[src/rtl/ctrl_edicion_reloj_if.sv]
// Button/handshake bundle between the debouncers, the edit controller and the
// register-bank enable logic. The slave side is the edit controller.
interface ctrl_edicion_reloj_if #(
   parameter int P = 2
);
   logic         btn_prog;
   logic         btn_func;
   logic         btn_izq;
   logic         btn_der;
   logic         btn_arriba;
   logic         btn_abajo;
   logic         wr_ack;
   logic         f1;
   logic         f2;
   logic         f3;
   logic [P-1:0] posicion;
   logic         incr;
   logic         decr;
   logic         modo_prog;
   logic         wr_req;

   // wr_req/wr_ack: wr_req rises on leaving EDICION and holds until the edge
   // that samples wr_ack = 1; the transfer completes on that edge (same-cycle
   // ack is legal, so wr_req can be a single cycle wide).
   modport master (
      output btn_prog, btn_func, btn_izq, btn_der, btn_arriba, btn_abajo, wr_ack,
      input  f1, f2, f3, posicion, incr, decr, modo_prog, wr_req
   );

   modport slave (
      input  btn_prog, btn_func, btn_izq, btn_der, btn_arriba, btn_abajo, wr_ack,
      output f1, f2, f3, posicion, incr, decr, modo_prog, wr_req
   );
endinterface

[src/rtl/ctrl_edicion_reloj.sv]
// Edit-mode controller: button edges -> function select, field position and
// inc/dec pulses; on leaving edit mode it requests an RTC write-back.
module ctrl_edicion_reloj #(
   parameter int P    = 2,
   parameter int TOUT = 255
) (
   input  logic                  clk,
   input  logic                  reset,
   ctrl_edicion_reloj_if.slave   bus,
   output logic [1:0]            estado_dbg
);
   localparam int            CW    = $clog2(TOUT + 1);
   localparam logic [CW-1:0] TLAST = CW'(TOUT - 1);

   typedef enum logic [1:0] {
      REPOSO    = 2'd0,
      EDICION   = 2'd1,
      ESCRITURA = 2'd2
   } estado_t;

   estado_t       estado_q, estado_n;
   logic [5:0]    btn, btn_prev_q, btn_edge;
   logic [2:0]    fsel_q, fsel_n;
   logic [P-1:0]  pos_q, pos_n;
   logic          incr_q, incr_n;
   logic          decr_q, decr_n;
   logic          modo_q, wr_req_q;
   logic [CW-1:0] cnt_q, cnt_n;

   // Bit order doubles as the action priority: prog highest, abajo lowest.
   assign btn      = {bus.btn_prog, bus.btn_func, bus.btn_der,
                      bus.btn_izq, bus.btn_arriba, bus.btn_abajo};
   assign btn_edge = btn & ~btn_prev_q;

   always_comb begin
      estado_n = estado_q;
      fsel_n   = fsel_q;
      pos_n    = pos_q;
      incr_n   = 1'b0;
      decr_n   = 1'b0;
      cnt_n    = cnt_q;
      case (estado_q)
         REPOSO: begin
            fsel_n = 3'b000;
            pos_n  = '0;
            cnt_n  = '0;
            if (btn_edge[5]) begin
               estado_n = EDICION;
               fsel_n   = 3'b100;
            end
         end
         EDICION: begin
            cnt_n = '0;
            if (btn_edge[5]) begin
               estado_n = ESCRITURA;
            end else if (btn_edge[4]) begin
               fsel_n = {fsel_q[0], fsel_q[2:1]};
               pos_n  = '0;
            end else if (btn_edge[3]) begin
               pos_n = (pos_q == P'(2)) ? '0 : pos_q + P'(1);
            end else if (btn_edge[2]) begin
               pos_n = (pos_q == '0) ? P'(2) : pos_q - P'(1);
            end else if (btn_edge[1]) begin
               incr_n = 1'b1;
            end else if (btn_edge[0]) begin
               decr_n = 1'b1;
            end else if (cnt_q >= TLAST) begin
               // Idle for TOUT cycles: abandon the edit without a write-back.
               estado_n = REPOSO;
               fsel_n   = 3'b000;
               pos_n    = '0;
            end else begin
               cnt_n = cnt_q + CW'(1);
            end
         end
         ESCRITURA: begin
            if (bus.wr_ack) begin
               estado_n = REPOSO;
               fsel_n   = 3'b000;
               pos_n    = '0;
            end
         end
         default: begin
            estado_n = REPOSO;
            fsel_n   = 3'b000;
            pos_n    = '0;
            cnt_n    = '0;
         end
      endcase
   end

   always_ff @(posedge clk) begin
      if (reset) begin
         estado_q   <= REPOSO;
         btn_prev_q <= '1;
         fsel_q     <= 3'b000;
         pos_q      <= '0;
         incr_q     <= 1'b0;
         decr_q     <= 1'b0;
         modo_q     <= 1'b0;
         wr_req_q   <= 1'b0;
         cnt_q      <= '0;
      end else begin
         estado_q   <= estado_n;
         btn_prev_q <= btn;
         fsel_q     <= fsel_n;
         pos_q      <= pos_n;
         incr_q     <= incr_n;
         decr_q     <= decr_n;
         modo_q     <= (estado_n != REPOSO);
         wr_req_q   <= (estado_n == ESCRITURA);
         cnt_q      <= cnt_n;
      end
   end

   assign bus.f1        = fsel_q[2];
   assign bus.f2        = fsel_q[1];
   assign bus.f3        = fsel_q[0];
   assign bus.posicion  = pos_q;
   assign bus.incr      = incr_q;
   assign bus.decr      = decr_q;
   assign bus.modo_prog = modo_q;
   assign bus.wr_req    = wr_req_q;
   assign estado_dbg    = estado_q;
endmodule

[src/flat_wrapper.sv]
// flat-port wrapper written by rule: the top's interface ports become plain ports
module ctrl_edicion_reloj_flat 
#(
   parameter int P    = 2,
   parameter int TOUT = 255
)
  (clk, reset, estado_dbg, bus_btn_prog, bus_btn_func, bus_btn_izq, bus_btn_der, bus_btn_arriba, bus_btn_abajo, bus_wr_ack, bus_f1, bus_f2, bus_f3, bus_posicion, bus_incr, bus_decr, bus_modo_prog, bus_wr_req);
  ctrl_edicion_reloj_if #(.P(P)) bus_i ();
  input  logic clk;
  input  logic reset;
  output logic [1:0] estado_dbg;
  input wire logic [$bits(bus_i.btn_prog)-1:0] bus_btn_prog;
  input wire logic [$bits(bus_i.btn_func)-1:0] bus_btn_func;
  input wire logic [$bits(bus_i.btn_izq)-1:0] bus_btn_izq;
  input wire logic [$bits(bus_i.btn_der)-1:0] bus_btn_der;
  input wire logic [$bits(bus_i.btn_arriba)-1:0] bus_btn_arriba;
  input wire logic [$bits(bus_i.btn_abajo)-1:0] bus_btn_abajo;
  input wire logic [$bits(bus_i.wr_ack)-1:0] bus_wr_ack;
  output wire logic [$bits(bus_i.f1)-1:0] bus_f1;
  output wire logic [$bits(bus_i.f2)-1:0] bus_f2;
  output wire logic [$bits(bus_i.f3)-1:0] bus_f3;
  output wire logic [$bits(bus_i.posicion)-1:0] bus_posicion;
  output wire logic [$bits(bus_i.incr)-1:0] bus_incr;
  output wire logic [$bits(bus_i.decr)-1:0] bus_decr;
  output wire logic [$bits(bus_i.modo_prog)-1:0] bus_modo_prog;
  output wire logic [$bits(bus_i.wr_req)-1:0] bus_wr_req;
  assign bus_i.btn_prog = bus_btn_prog;
  assign bus_i.btn_func = bus_btn_func;
  assign bus_i.btn_izq = bus_btn_izq;
  assign bus_i.btn_der = bus_btn_der;
  assign bus_i.btn_arriba = bus_btn_arriba;
  assign bus_i.btn_abajo = bus_btn_abajo;
  assign bus_i.wr_ack = bus_wr_ack;
  assign bus_f1 = bus_i.f1;
  assign bus_f2 = bus_i.f2;
  assign bus_f3 = bus_i.f3;
  assign bus_posicion = bus_i.posicion;
  assign bus_incr = bus_i.incr;
  assign bus_decr = bus_i.decr;
  assign bus_modo_prog = bus_i.modo_prog;
  assign bus_wr_req = bus_i.wr_req;
  ctrl_edicion_reloj #(.P(P), .TOUT(TOUT)) u_core (.clk(clk), .reset(reset), .bus(bus_i), .estado_dbg(estado_dbg));
endmodule
[config.mk]
export PLATFORM = sky130hd
export DESIGN_NAME = ctrl_edicion_reloj_flat
export DESIGN_NICKNAME = d
export VERILOG_FILES = /design/src/rtl/ctrl_edicion_reloj_if.sv /design/src/rtl/ctrl_edicion_reloj.sv /design/src/flat_wrapper.sv
export SDC_FILE = /design/constraint.sdc
export NUM_CORES = 1
export LEC_CHECK = 0
export CORE_ASPECT_RATIO = 0.6
export CORE_MARGIN = 2
export CORE_UTILIZATION = 30
export DETAILED_ROUTE_END_ITERATION = 16
export RECOVER_POWER = 50
export SYNTH_ARGS = -nofsm -noshare
export SYNTH_HDL_FRONTEND = slang
export SYNTH_SLANG_ARGS = --single-unit
[constraint.sdc]
create_clock -name clk -period 2.7 [get_ports clk]
set_clock_uncertainty 0.15 [all_clocks]
set_input_delay 0.54 -clock clk [delete_from_list [all_inputs] [get_ports clk]]
set_output_delay 0.54 -clock clk [all_outputs]
set_load 0.1 [all_outputs]
==> impl_metrics.json <==
{
  "globalplace.congestion": 0.778,
  "portBuffers": 19,
  "grt_pass1_vias": 963,
  "htreeDepth": 1,
  "clk_latency_ps": 270,
  "cpPeakStageDelay_ps": 550,
  "syn_inst": 139,
  "synth.avg_cell_area_um2": 8.91,
  "r2r_slack_ps": 350,
  "crit_buf_inv": 1,
  "synth_area_leaders": "dfxtp_1 40%, ha_1 5.1%, or2_2 4.5%",
  "antenna_cells": 0,
  "core_um2": 4030,
  "grt_max_degree": 18,
  "grt-ovfl-total": 0,
  "area_growth_pct": 25.7,
  "cp_max_fo": 4,
  "yosysTopAreaCell": "dfxtp_1",
  "worst_pin_slew_ps": 1170,
  "nNetsFinal": 187,
  "synth_seq_cells": 25,
  "place.detailed.hpwl_um": 2220,
  "reg2regPathDepth": 7,
  "clock-sinks": 25,
  "synth_edf_count": 0,
  "holdPathEnd": "u_core.bus.incr",
  "min_path_type": "flip-flop to flip-flop",
  "cts-root-buf": "clkbuf_8",
  "cts_tree": "done",
  "crit-reg2reg-capture": "u_core.cnt_q[4]",
  "drcViolationCount": 0,
  "critical_path.top_delay_family": "simple AND/OR/NAND/NOR gates",
  "async_flop_share_pct": 0,
  "hold_violations": 0,
  "vias": 1109,
  "crit_path_top_delay_cell": "or4_4",
  "die_w_um": 87.0,
  "wl_per_cell_um": 13.3,
  "required_ps": 2750,
  "drt-pass1-iter-count": 4,
  "period_share_pct": 97.6,
  "drt-initial-drc-count": 36,
  "path_cells": "clkdlybuf4s50_1 > and2b_2 > or4_4 > or4_4 > or4_1 > a31oi_1",
  "whs_path_depth": 1,
  "grt_pass1_wl_um": 4690,
  "post_cts_buffers": 0,
  "finalSetupViolCount": 0,
  "p_total_mw": 0.699,
  "netlist_area_um2": 1240,
  "fmax_mhz": 379,
  "r2r_start": "u_core.cnt_q[0]",
  "seq_area_frac_synth_pct": 40.4,
  "synth.distinct_cells": 42,
  "yosysWarningCount": 0,
  "crit_path_start_kind": "primary input",
  "die_h_um": 53.8,
  "cts_max_path_buffers": 2,
  "crit_path_end_kind": "flip-flop",
  "floorplan.die_area_um2": 4680,
  "ys.flop_type": "dfxtp_1",
  "p_per_area_nw_per_um2": 449,
  "maxCapViolCount": 0,
  "synth_nets": 153,
  "grt_use_total_pct": 13.0,
  "rows": 18,
  "status": "finished clean",
  "leakage_nw": 0.585,
  "setup_tns_ps": 0,
  "preCtsSetupSlack_ps": -355,
  "finish.utilization_pct": 38.6,
  "path_common_cell": "or4_4",
  "antenna_found_initial": 0,
  "fillers": 428,
  "hp-start": "u_core.btn_prev_q[1]",
  "routed_wl_um": 2960,
  "path_class": "primary input to flip-flop",
  "rsz0062_at_grt": "no",
  "cts_buffers": 3,
  "clk_pin_slew_ps": 90,
  "ir_drop_mv": 0.238,
  "min_period_ps": 2640,
  "ant_nets": 0,
  "drive_gt1_share_pct": 22.7,
  "slew_headroom_pct": 22.0,
  "initial_utilization_pct": 30.7,
  "viasPerCell": 5.00,
  "arrival_ps": 2680,
  "synth_top_area_share_pct": 40.4,
  "fin_ws_ps": 64.3,
  "finalMaxSlewViolations": 0,
  "io_pins": 20
}
[worst reg2reg max path, cell delays in order, from the launching register on]
cell and delay, ps:
dfxtp_1 380, inv_1 90, ha_1 190, o211ai_1 250, nor2_1 90, or4_4 570
or4_1 410, a31oi_1 150
[cell usage after synthesis (all sizes together) (3+ instances only)]
| cell type | n |
|---|---|
| and2b | 3 |
| nand2b | 5 |
| nor2b | 4 |
| inv | 5 |
| a31oi | 5 |
| dfxtp | 25 |
| or4 | 4 |
| or2 | 9 |
| ha | 5 |
| nor2 | 13 |
| a21oi | 3 |
| buf | 3 |
| nand2 | 12 |
| nand3 | 8 |
| nor4 | 3 |
[cell families (layout without fill, tap and decap cells)]
logic type,after synthesis,in the layout,share of synthesized area (%)
simple gates,74,74,34.3
mux,3,3,2.53
compound gates,22,22,13.2
flops,25,25,40.4
buf+inv,10,43,4.44
fa+ha+maj,5,5,5.05
[cell usage in the layout, fill, tap and decap left out, types with 2 or more instances in the layout]
cell | synthesis | layout
clkbuf_1 | 1 | 12
clkbuf_8 | 0 | 3
nand3_1 | 8 | 8
a31oi_1 | 5 | 5
or3_1 | 2 | 2
o32ai_1 | 2 | 2
dfxtp_1 | 25 | 24
and2b_2 | 2 | 2
inv_1 | 5 | 5
o21ba_2 | 2 | 2
o211ai_1 | 2 | 2
nor3_1 | 2 | 2
nor2_1 | 13 | 13
nor3b_1 | 2 | 2
ha_1 | 5 | 5
buf_4 | 0 | 14
nand2_1 | 12 | 12
or2_2 | 9 | 9
dlygate4sd3_1 | 0 | 2
nand4_1 | 2 | 2
or4_4 | 2 | 3
nand3b_1 | 2 | 2
dlymetal6s2s_1 | 0 | 3
mux2i_1 | 2 | 2
a21oi_1 | 3 | 3
clkdlybuf4s50_1 | 0 | 3
nor4_1 | 3 | 3
nand2b_1 | 5 | 5
nor2b_1 | 3 | 2
[state kept, by name (all words and copies together), names as in the netlist]
register              cells
u_core.fsel_q             3
u_core.bus.wr_req         1
u_core.bus.decr           1
u_core.cnt_q              8
u_core.bus.modo_prog      1
u_core.bus.posicion       2
u_core.bus.incr           1
u_core.btn_prev_q         6
u_core.estado_dbg         2
[area by class of cell]
cell class	instances	area, µm²	area share (%)
Tap cell	50	62.6	4.02
Clock inverter	1	5.00	0.322
Multi-Input combinational cell	104	689	44.3
Clock buffer	3	41.3	2.65
Sequential cell	25	502	32.2
Timing Repair Buffer	34	238	15.3
Inverter	5	18.8	1.21
[worst max-delay path by stage]
stage                                 end            startpoint  slack (ps)  cells after the start
after floorplan           u_core.cnt_q[4]  u_core.estado_dbg[1]          20                      6
after CTS                 u_core.cnt_q[4]           bus_btn_izq          30                      6
final                     u_core.cnt_q[4]         bus_btn_abajo          60                      6
after detailed placement  u_core.cnt_q[4]           bus_btn_izq        -350                      6
after global routing      u_core.cnt_q[4]         bus_btn_abajo           7                      6
after global placement    u_core.cnt_q[4]           bus_btn_izq        -330                      6
[report_power, final]
part	internal, mW	leakage, nW	switching [mW]	total [mW]
combinational	0.0417	0.356	0.0503	0.0920
sequential	0.376	0.204	0.00475	0.381
clock	0.103	0.0255	0.123	0.226
total	0.521	0.585	0.178	0.699
[metal layers]
metal	wire (µm)	part of all wire [%]	GRT usage, %
met3	147	5.0	3.68
met5	0	0	0
met1	1600	54	20.1
met2	1210	41	18.1
met4	4	0.14	1.56
[metrics by stage]
stage	cells	hold WS (ps)	area [µm²]
2_1_floorplan	139	239	1240
3_3_place_gp	218	261	1540
3_5_place_dp	218	265	1540
4_1_cts	222	278	1590
5_1_grt	222	296	1560
6_report	222	273	1560
[repair_timing]
action / CTS / global route
endpoints found under the setup margin: 1 / 1
pin swaps: 1 / 3
hold buffers: 0 / 0
gates cloned: 0 / 0
resized for setup: 0 / 5
No activity file was read; power rests on OpenSTA's default activity.
